$ cat src/rtl/bfly_25_unified_pkg.sv
// Shared constants for the 25-bit NTT/INTT butterfly.
//   Q        modulus 33292289 (= 2^25 - 2^18 + 1)
//   QW       coefficient width
//   LAT      input-to-output latency in clocks
//   RED_LAT  latency of the Reduc_25_s reducer
//   MODE_*   butterfly mode encodings
package bfly_25_unified_pkg;

   localparam int unsigned QW      = 25;
   localparam int unsigned LAT     = 9;
   localparam int unsigned RED_LAT = 5;

   localparam logic [QW-1:0] Q     = 25'd33292289;
   // Q widened by one bit for the 26-bit add/sub correction
   localparam logic [QW:0]   Q_EXT = {1'b0, Q};

   localparam logic MODE_CT = 1'b0;
   localparam logic MODE_GS = 1'b1;

   typedef logic [QW-1:0] coef_t;

endpackage

$ cat src/rtl/Reduc_25_s.sv
// Five-stage modular reducer: 50-bit value -> value mod 33292289.
//   clk        system clock
//   rst        reset, synchronous active-high (clears on a clk edge with rst high)
//   en         Din valid
//   Din        50-bit input, expected < q^2
//   Dout       reduced result in [0, q)
//   Dout_flag  Dout valid, five clocks after en
// Uses 2^25 == 2^18 - 1 (mod q): each fold replaces hi*2^25 with (hi<<18) - hi,
// shrinking the value until a final subtract of 0, q or 2q.
module Reduc_25_s (
   input  logic        clk,
   input  logic        rst,
   input  logic        en,
   input  logic [49:0] Din,
   output logic [24:0] Dout,
   output logic        Dout_flag
);

   localparam logic [26:0] QR  = 27'd33292289;
   localparam logic [26:0] QR2 = 27'd66584578;

   logic [43:0] s1_d, s1_q;
   logic [37:0] s2_d, s2_q;
   logic [31:0] s3_d, s3_q;
   logic [26:0] s4_d, s4_q;
   logic [24:0] dout_d;
   logic [3:0]  flag_d, flag_q;

   always_comb begin
      s1_d = ({19'd0, Din[49:25]} << 18) - {19'd0, Din[49:25]} + {19'd0, Din[24:0]};
      s2_d = ({19'd0, s1_q[43:25]} << 18) - {19'd0, s1_q[43:25]} + {13'd0, s1_q[24:0]};
      s3_d = ({19'd0, s2_q[37:25]} << 18) - {19'd0, s2_q[37:25]} + {7'd0, s2_q[24:0]};
      s4_d = ({20'd0, s3_q[31:25]} << 18) - {20'd0, s3_q[31:25]} + {2'd0, s3_q[24:0]};
      // s4 < 3q after the last fold
      if (s4_q >= QR2) begin
         dout_d = 25'(s4_q - QR2);
      end else if (s4_q >= QR) begin
         dout_d = 25'(s4_q - QR);
      end else begin
         dout_d = s4_q[24:0];
      end
      flag_d = {flag_q[2:0], en};
   end

   always_ff @(posedge clk) begin
      if (rst) begin
         s1_q      <= '0;
         s2_q      <= '0;
         s3_q      <= '0;
         s4_q      <= '0;
         flag_q    <= '0;
         Dout      <= '0;
         Dout_flag <= 1'b0;
      end else begin
         s1_q      <= s1_d;
         s2_q      <= s2_d;
         s3_q      <= s3_d;
         s4_q      <= s4_d;
         flag_q    <= flag_d;
         Dout      <= dout_d;
         Dout_flag <= flag_q[3];
      end
   end

endmodule

$ cat src/rtl/mul_25x25_p2.sv
// Two-stage registered 25x25 unsigned multiplier.
//   clk    system clock
//   rst    asynchronous active-high reset
//   x_in   25-bit multiplicand
//   y_in   25-bit multiplier
//   p_out  50-bit product, registered, two clocks after x_in/y_in
// Stage 1 registers two partial products (y split 13/12 bits), stage 2 sums them.
module mul_25x25_p2 (
   input  logic        clk,
   input  logic        rst,
   input  logic [24:0] x_in,
   input  logic [24:0] y_in,
   output logic [49:0] p_out
);

   logic [37:0] pp_lo_d, pp_lo_q;
   logic [36:0] pp_hi_d, pp_hi_q;
   logic [49:0] p_d, p_q;

   always_comb begin
      pp_lo_d = {13'd0, x_in} * {25'd0, y_in[12:0]};
      pp_hi_d = {12'd0, x_in} * {25'd0, y_in[24:13]};
      p_d     = {12'd0, pp_lo_q} + {pp_hi_q, 13'd0};
   end

   always_ff @(posedge clk or posedge rst) begin
      if (rst) begin
         pp_lo_q <= '0;
         pp_hi_q <= '0;
         p_q     <= '0;
      end else begin
         pp_lo_q <= pp_lo_d;
         pp_hi_q <= pp_hi_d;
         p_q     <= p_d;
      end
   end

   assign p_out = p_q;

endmodule

$ cat src/rtl/bfly_25_unified.sv
// Pipelined CT/GS butterfly over Z_q, one butterfly per clock, 9-clock latency.
//   clk        system clock
//   rst        asynchronous active-high reset
//   en         input sample valid
//   mode       0 = CT (a + w*b, a - w*b), 1 = GS (a + b, (a - b)*w)
//   a_in/b_in  operands, < Q
//   w_in       twiddle, < Q
//   out_a/b    results in [0, Q), zero whenever Dout_flag is low
//   Dout_flag  out_a/out_b valid
// Pipeline: P (pre-add/sub) -> M1,M2 (multiply) -> R1..R5 (Reduc_25_s) -> O (post add/sub).
module bfly_25_unified
   import bfly_25_unified_pkg::*;
(
   input  logic          clk,
   input  logic          rst,
   input  logic          en,
   input  logic          mode,
   input  logic [QW-1:0] a_in,
   input  logic [QW-1:0] b_in,
   input  logic [QW-1:0] w_in,
   output logic [QW-1:0] out_a,
   output logic [QW-1:0] out_b,
   output logic          Dout_flag
);

   localparam int unsigned PIPE_D   = LAT - 1;             // valid bits before stage O
   localparam int unsigned PROD_IDX = 2;                   // product register valid
   localparam int unsigned RED_IDX  = PROD_IDX + RED_LAT;  // reducer output valid
   localparam int unsigned SIDE_D   = RED_IDX + 1;         // [0] is stage P

   function automatic coef_t mod_add(input coef_t x, input coef_t y);
      logic [QW:0] s;
      s = {1'b0, x} + {1'b0, y};
      if (s >= Q_EXT) begin
         s = s - Q_EXT;
      end
      return s[QW-1:0];
   endfunction

   function automatic coef_t mod_sub(input coef_t x, input coef_t y);
      logic [QW:0] d;
      d = {1'b0, x} - {1'b0, y};
      // bit QW is the sign of the 26-bit difference
      if (d[QW]) begin
         d = d + Q_EXT;
      end
      return d[QW-1:0];
   endfunction

   logic [PIPE_D-1:0] vld_d, vld_q;
   logic [SIDE_D-1:0] mode_d, mode_q;
   coef_t             side_d [SIDE_D];
   coef_t             side_q [SIDE_D];
   coef_t             mulx_d, mulx_q;
   coef_t             w_d, w_q;
   logic [2*QW-1:0]   prod;
   coef_t             red_dout;
   logic              red_flag;
   coef_t             out_a_d, out_a_q;
   coef_t             out_b_d, out_b_q;
   logic              flag_d, flag_q;

   always_comb begin
      vld_d     = {vld_q[PIPE_D-2:0], en};
      mode_d    = {mode_q[SIDE_D-2:0], mode};
      side_d[0] = (mode == MODE_GS) ? mod_add(a_in, b_in) : a_in;
      for (int unsigned i = 1; i < SIDE_D; i++) begin
         side_d[i] = side_q[i-1];
      end
      mulx_d = (mode == MODE_GS) ? mod_sub(a_in, b_in) : b_in;
      w_d    = w_in;
   end

   always_ff @(posedge clk or posedge rst) begin
      if (rst) begin
         vld_q  <= '0;
         mode_q <= '0;
         side_q <= '{default: '0};
         mulx_q <= '0;
         w_q    <= '0;
      end else begin
         vld_q  <= vld_d;
         mode_q <= mode_d;
         side_q <= side_d;
         mulx_q <= mulx_d;
         w_q    <= w_d;
      end
   end

   mul_25x25_p2 u_mul (
      .clk   (clk),
      .rst   (rst),
      .x_in  (mulx_q),
      .y_in  (w_q),
      .p_out (prod)
   );

   Reduc_25_s u_reduc (
      .clk       (clk),
      .rst       (rst),
      .en        (vld_q[PROD_IDX]),
      .Din       (prod),
      .Dout      (red_dout),
      .Dout_flag (red_flag)
   );

   // Local valid pipe is authoritative; the reducer's flag must track it.
   a_red_flag_align: assert property (@(posedge clk) disable iff (rst)
      red_flag == vld_q[RED_IDX]);

   always_comb begin
      flag_d  = vld_q[RED_IDX];
      out_a_d = '0;
      out_b_d = '0;
      if (vld_q[RED_IDX]) begin
         if (mode_q[RED_IDX] == MODE_GS) begin
            out_a_d = side_q[RED_IDX];
            out_b_d = red_dout;
         end else begin
            out_a_d = mod_add(side_q[RED_IDX], red_dout);
            out_b_d = mod_sub(side_q[RED_IDX], red_dout);
         end
      end
   end

   always_ff @(posedge clk or posedge rst) begin
      if (rst) begin
         out_a_q <= '0;
         out_b_q <= '0;
         flag_q  <= 1'b0;
      end else begin
         out_a_q <= out_a_d;
         out_b_q <= out_b_d;
         flag_q  <= flag_d;
      end
   end

   assign out_a     = out_a_q;
   assign out_b     = out_b_q;
   assign Dout_flag = flag_q;

endmodule

$ cat config.mk
export PLATFORM = sky130hd
export DESIGN_NAME = bfly_25_unified
export DESIGN_NICKNAME = d
export VERILOG_FILES = /design/src/rtl/bfly_25_unified_pkg.sv /design/src/rtl/Reduc_25_s.sv /design/src/rtl/mul_25x25_p2.sv /design/src/rtl/bfly_25_unified.sv
export SDC_FILE = /design/constraint.sdc
export NUM_CORES = 2
export LEC_CHECK = 0
export ABC_AREA = 1
export CORE_MARGIN = 3
export CORE_UTILIZATION = 60
export DETAILED_ROUTE_END_ITERATION = 8
export HOLD_SLACK_MARGIN = 0.1
export PLACE_DENSITY = 0.86
export RECOVER_POWER = 25
export SLEW_MARGIN = 10
export SYNTH_ARGS = -nofsm -noshare
export SYNTH_HDL_FRONTEND = slang
export SYNTH_SLANG_ARGS = --single-unit
$ cat constraint.sdc
create_clock -name clk -period 58.1 [get_ports clk]
set_input_delay 14.525 -clock clk [delete_from_list [all_inputs] [get_ports clk]]
set_output_delay 14.525 -clock clk [all_outputs]
set_load 0.05 [all_outputs]
==> impl_metrics.py <==
metrics = {
    "die": {
        "row_count": 112,
        "fp.dieW_um": 315.5,
        "design.portCount": 130,
        "floorplan.die_area_sq_mm": 0.09955,
        "initial_core_util_pct": 61.04,
        "coreArea_sq_mm": 0.09417,
        "die_h_um": 315.5,
    },
    "critical_path": {
        "maximum_fanout_along_the_worst_path": 14,
        "crit_buf_inv": 3,
        "setup.worst_path.start_class": "primary input",
        "worst_ep_arrival_time_ns": 18.73,
        "timing.critical_path.required_ns": 58.62,
        "worstSetupEndpointType": "register",
        "reg2reg_depth": 25,
        "timing.reg2reg.setup_slack_ns": 51.20,
        "worstPathCellList": "clkdlybuf4s50_1, inv_1, ha_1, a21oi_1, o21ai_1, a21oi_1, o21ai_0, a31oi_2, inv_1, nor2_1, nand4_1, nand3_1, nand2_1",
        "rr_endpoint": "u_mul.pp_lo_q[28]",
        "slowest_stage": "a31oi_2",
        "critical_path.startpoint": "b_in[10]",
        "path_depth": 13,
        "critical-path-max-stage-delay_ns": 0.91,
        "cpLargestDelayFamily": "compound AO/OA/AOI/OAI gates",
        "r2r-start": "w_q[1]",
        "timing.setup.critical_path_class": "primary input to register",
    },
    "place": {
        "place_area_sq_mm": 0.05970,
        "io_buffers": 129,
        "placement.setup.worst_slack_ns": 39.46,
        "hpwlAfterDp_um": 132200,
        "gp_routability_congestion": 1.002,
    },
    "timing": {
        "setup_viol_count_final": 0,
        "tightest_slew_ns": 2.144,
        "fin_ws_ns": 39.88,
        "setup-tns-final_ns": 0,
        "final_max_slew_viol_count": 42,
        "fmax_ghz": 0.05489,
        "timing.final.crit_share_pct": 31.36,
        "final_hold_vio_count": 0,
        "relSlewSlack_pct": -42.92,
        "skew_ns": 0.04628,
        "grt_setup_unrepaired": "no",
        "period_needed_ns": 18.22,
    },
    "clocking": {
        "clock_latency_ns": 0.67,
        "cts_root_buffer": "clkbuf_16",
        "clkTransAtPathRegs_ns": 0.06,
        "h-tree-depth": 3,
        "tritoncts": "built",
        "cts_num_sinks": 608,
        "cts-hold-fix-buffers": 0,
        "post_cts.repair.setup_buffers": 0,
        "clock_path_buffers": 3,
        "cts-buffers-inserted": 69,
        "cts_resized": 0,
    },
    "detailed_routing": {
        "vias": 50760,
        "post_drt_via_cell_ratio": 5.678,
        "wl_per_instance_um": 18.93,
        "drc_errors": 0,
        "routed_wirelength_um": 169200,
        "drtIter0Drc": 4987,
        "drt_pre_antenna_iters": 7,
        "detail-route-antenna-nets": 0,
    },
    "min_path": {
        "timing.hold.worst.class": "register to register",
        "hold_path_startpoint": "u_mul.pp_lo_q[12]",
        "min_delay_worst_endpoint": "u_mul.p_out[12]",
        "timing.hold.worst_path_depth": 0,
    },
    "logic_synthesis": {
        "ys_seq_elements": 608,
        "synth_top_flop_cell": "dfrtp_1",
        "synth.net_count": 8690,
        "seq_area_frac_synth_pct": 25.03,
        "synth_compound_gate_area_share_pct": 11.25,
        "synthesis.instances": 7620,
        "synthMuxAreaShare_pct": 0,
        "netlist_cell_types": 65,
        "synthSimpleGateAreaFrac_pct": 20.67,
        "synth_top_family_by_area": "adder cells",
        "synth_area_sq_mm": 0.05748,
        "fraction_of_registers_with_async_set_or_reset_after_synthesis_pct": 72.70,
        "synth-edff-count": 0,
        "syn_area_per_cell_sq_um": 7.543,
        "synthAdderAreaFrac_pct": 28.10,
        "ys.warnings.count": 0,
        "post_synth_xor_area_fraction_pct": 2.832,
    },
    "grt": {
        "overflow": 0,
        "grt_util_met1_pct": 43.44,
        "wire_length_of_the_first_global_routing_pass_um": 268600,
        "grt_max_degree": 152,
        "grt_antenna_before_repair": 2,
        "first_global_vias": 50874,
        "global_route.peak_usage_layer": "met2",
        "global_routing_usage_summed_across_all_routing_layers_pct": 34.11,
        "met2_usage_pct": 56.48,
        "global_route.usage.met3_pct": 4.850,
    },
    "cells_and_area": {
        "fillCellCount": 7886,
        "design_area_sq_mm": 0.06200,
        "utilization_pct": 65.84,
        "synthToLayoutAreaGrowth_pct": 7.874,
        "multi_input_comb_area_sq_mm": 0.03610,
        "ff_latch_area_sq_mm": 0.01439,
        "final_layout_size_suffix_gt1_share_pct": 3.943,
        "net_count_reported_at_finish": 8702,
    },
    "run": {
        "count_of_max_cap_constraint_violations": 1,
    },
    "status": {
        "violations": "max-capacitance violations, max-slew violations",
        "outcome": "finished with violations",
    },
}
## layer usage
| metal | vias up | part of all wire, % | wire length [um] |
|---|---|---|---|
| met5 | - | 0.0077 | 13 |
| met4 | 2 | 6.0 | 10150 |
| met3 | 617 | 7.6 | 12930 |
| met2 | 2473 | 47 | 79260 |
| met1 | 23981 | 40 | 66890 |
| li1 | 23687 | - | - |
## area by class of cell
class | instances | area share, %
sequential | 608 | 23.20
antenna | 1 | 0.004036
tap | 1254 | 2.531
multi-input combinational | 5196 | 58.22
clock inverter | 33 | 0.6962
inverter | 1572 | 9.533
clock buffer | 91 | 3.083
timing repair buffer | 185 | 2.732
## cell usage after synthesis, types with 8 or more instances
cell      number  area (sq um)
nand3_1      259          1296
o211ai_1      23         172.7
nand2_1     1805          6775
xnor2_1       44         385.4
a21o_1        13         97.59
xor2_1       140          1226
nor3_1        77         385.4
buf_4         13         97.59
a21boi_0      19         142.6
o221ai_1       9         78.83
inv_1       1526          5728
ha_1         491          6143
nor2_1       477          1790
nor2_2        22         137.6
dfrtp_1      442         11060
o21ai_1       19         95.09
fa_1         500         10010
clkbuf_1     194         728.2
o21ai_0      353          1767
nand2_2       26         162.7
a21oi_1      555          2778
a31oi_1       43         269.0
o21bai_1      23         172.7
buf_6          8         90.09
nand4_1      122         763.2
nor4_1        19         118.9
nand3_2        8         80.08
a211oi_1       9         67.56
dfxtp_1      166          3323
a21oi_2       15         131.4
inv_2         42         157.7
o21a_1        44         330.3
buf_2         26         130.1
## placed cells by master, fill, tap and decap left out, types with 26 or more instances in the layout
cell type        count
a21oi_1            556
inv_2               41
clkbuf_16           71
nor3_1              77
inv_1             1526
nand4_1            122
o21a_1              44
dfrtp_1            441
fa_1               500
ha_1               491
nand2_1           1805
a31oi_1             42
buf_4               54
xor2_1             140
o21ai_0            353
clkdlybuf4s50_1    127
nand3_1            262
nor2_1             480
xnor2_1             44
nand2_2             26
dfxtp_1            166
## worst max path at each step
| stage | slack, ns | end |
|---|---|---|
| 2_1_floorplan | 25.61 | Dout_flag |
| 3_3_place_gp | 39.45 | mulx_q[19] |
| 3_5_place_dp | 39.46 | mulx_q[23] |
| 4_1_cts | 40.11 | mulx_q[23] |
| 5_1_grt | 39.65 | mulx_q[21] |
| 6_report | 39.88 | mulx_q[23] |
## registers in the layout, indices dropped and copies added (netlist names)
register       count
mode_q             8
w_q               25
u_reduc.s3_q      32
u_reduc.s2_q      38
side_d           175
side_q            25
u_reduc.s4_q      27
u_reduc.s1_q      44
u_mul.pp_hi_q     37
u_mul.p_out       50
vld_q              8
out_a             25
mulx_q            25
Dout_flag          1
u_reduc.Dout      25
u_mul.pp_lo_q     38
out_b             25
## worst register-to-register path, stage by stage, from the launching register on
cell and delay, ns:
dfrtp_1 1.21, nand2_1 0.23, fa_1 0.51, fa_1 0.54
inv_1 0.06, fa_1 0.47, ha_1 0.29, inv_1 0.05
fa_1 0.47, inv_1 0.04, ha_1 0.36, nand3_1 0.12
nand2_1 0.13, a21oi_1 0.08, o21bai_1 0.44, nand2_1 0.13
nand2_1 0.15, nand2_1 0.06, nand2_1 0.10, nand2_1 0.06
nand2_1 0.17, inv_1 0.06, o21ai_0 0.41, nand3_1 0.14
nand2_1 0.10, xor2_1 0.36
## through the flow
stage               hold WS [ns]  instances
floorplan                 0.3312       7620
global placement          0.3317       8815
detailed placement        0.3347       8815
CTS                       0.3171       8939
global route              0.3262       8939
finish                    0.3265       8940
## logic make-up (layout without fill, tap and decap cells)
family,after synthesis,in the layout
other,1,2
DFF,608,608
AOI/OAI and AO/OA,1166,1166
xor gates and xnor gates,185,185
adders and majority gates,991,991
and+or+nand+nor,2853,2853
buffers and inverters,1816,1881
Power is not shown: default switching activity piles up to over one toggle a cycle in this logic, so the estimate is an artifact.
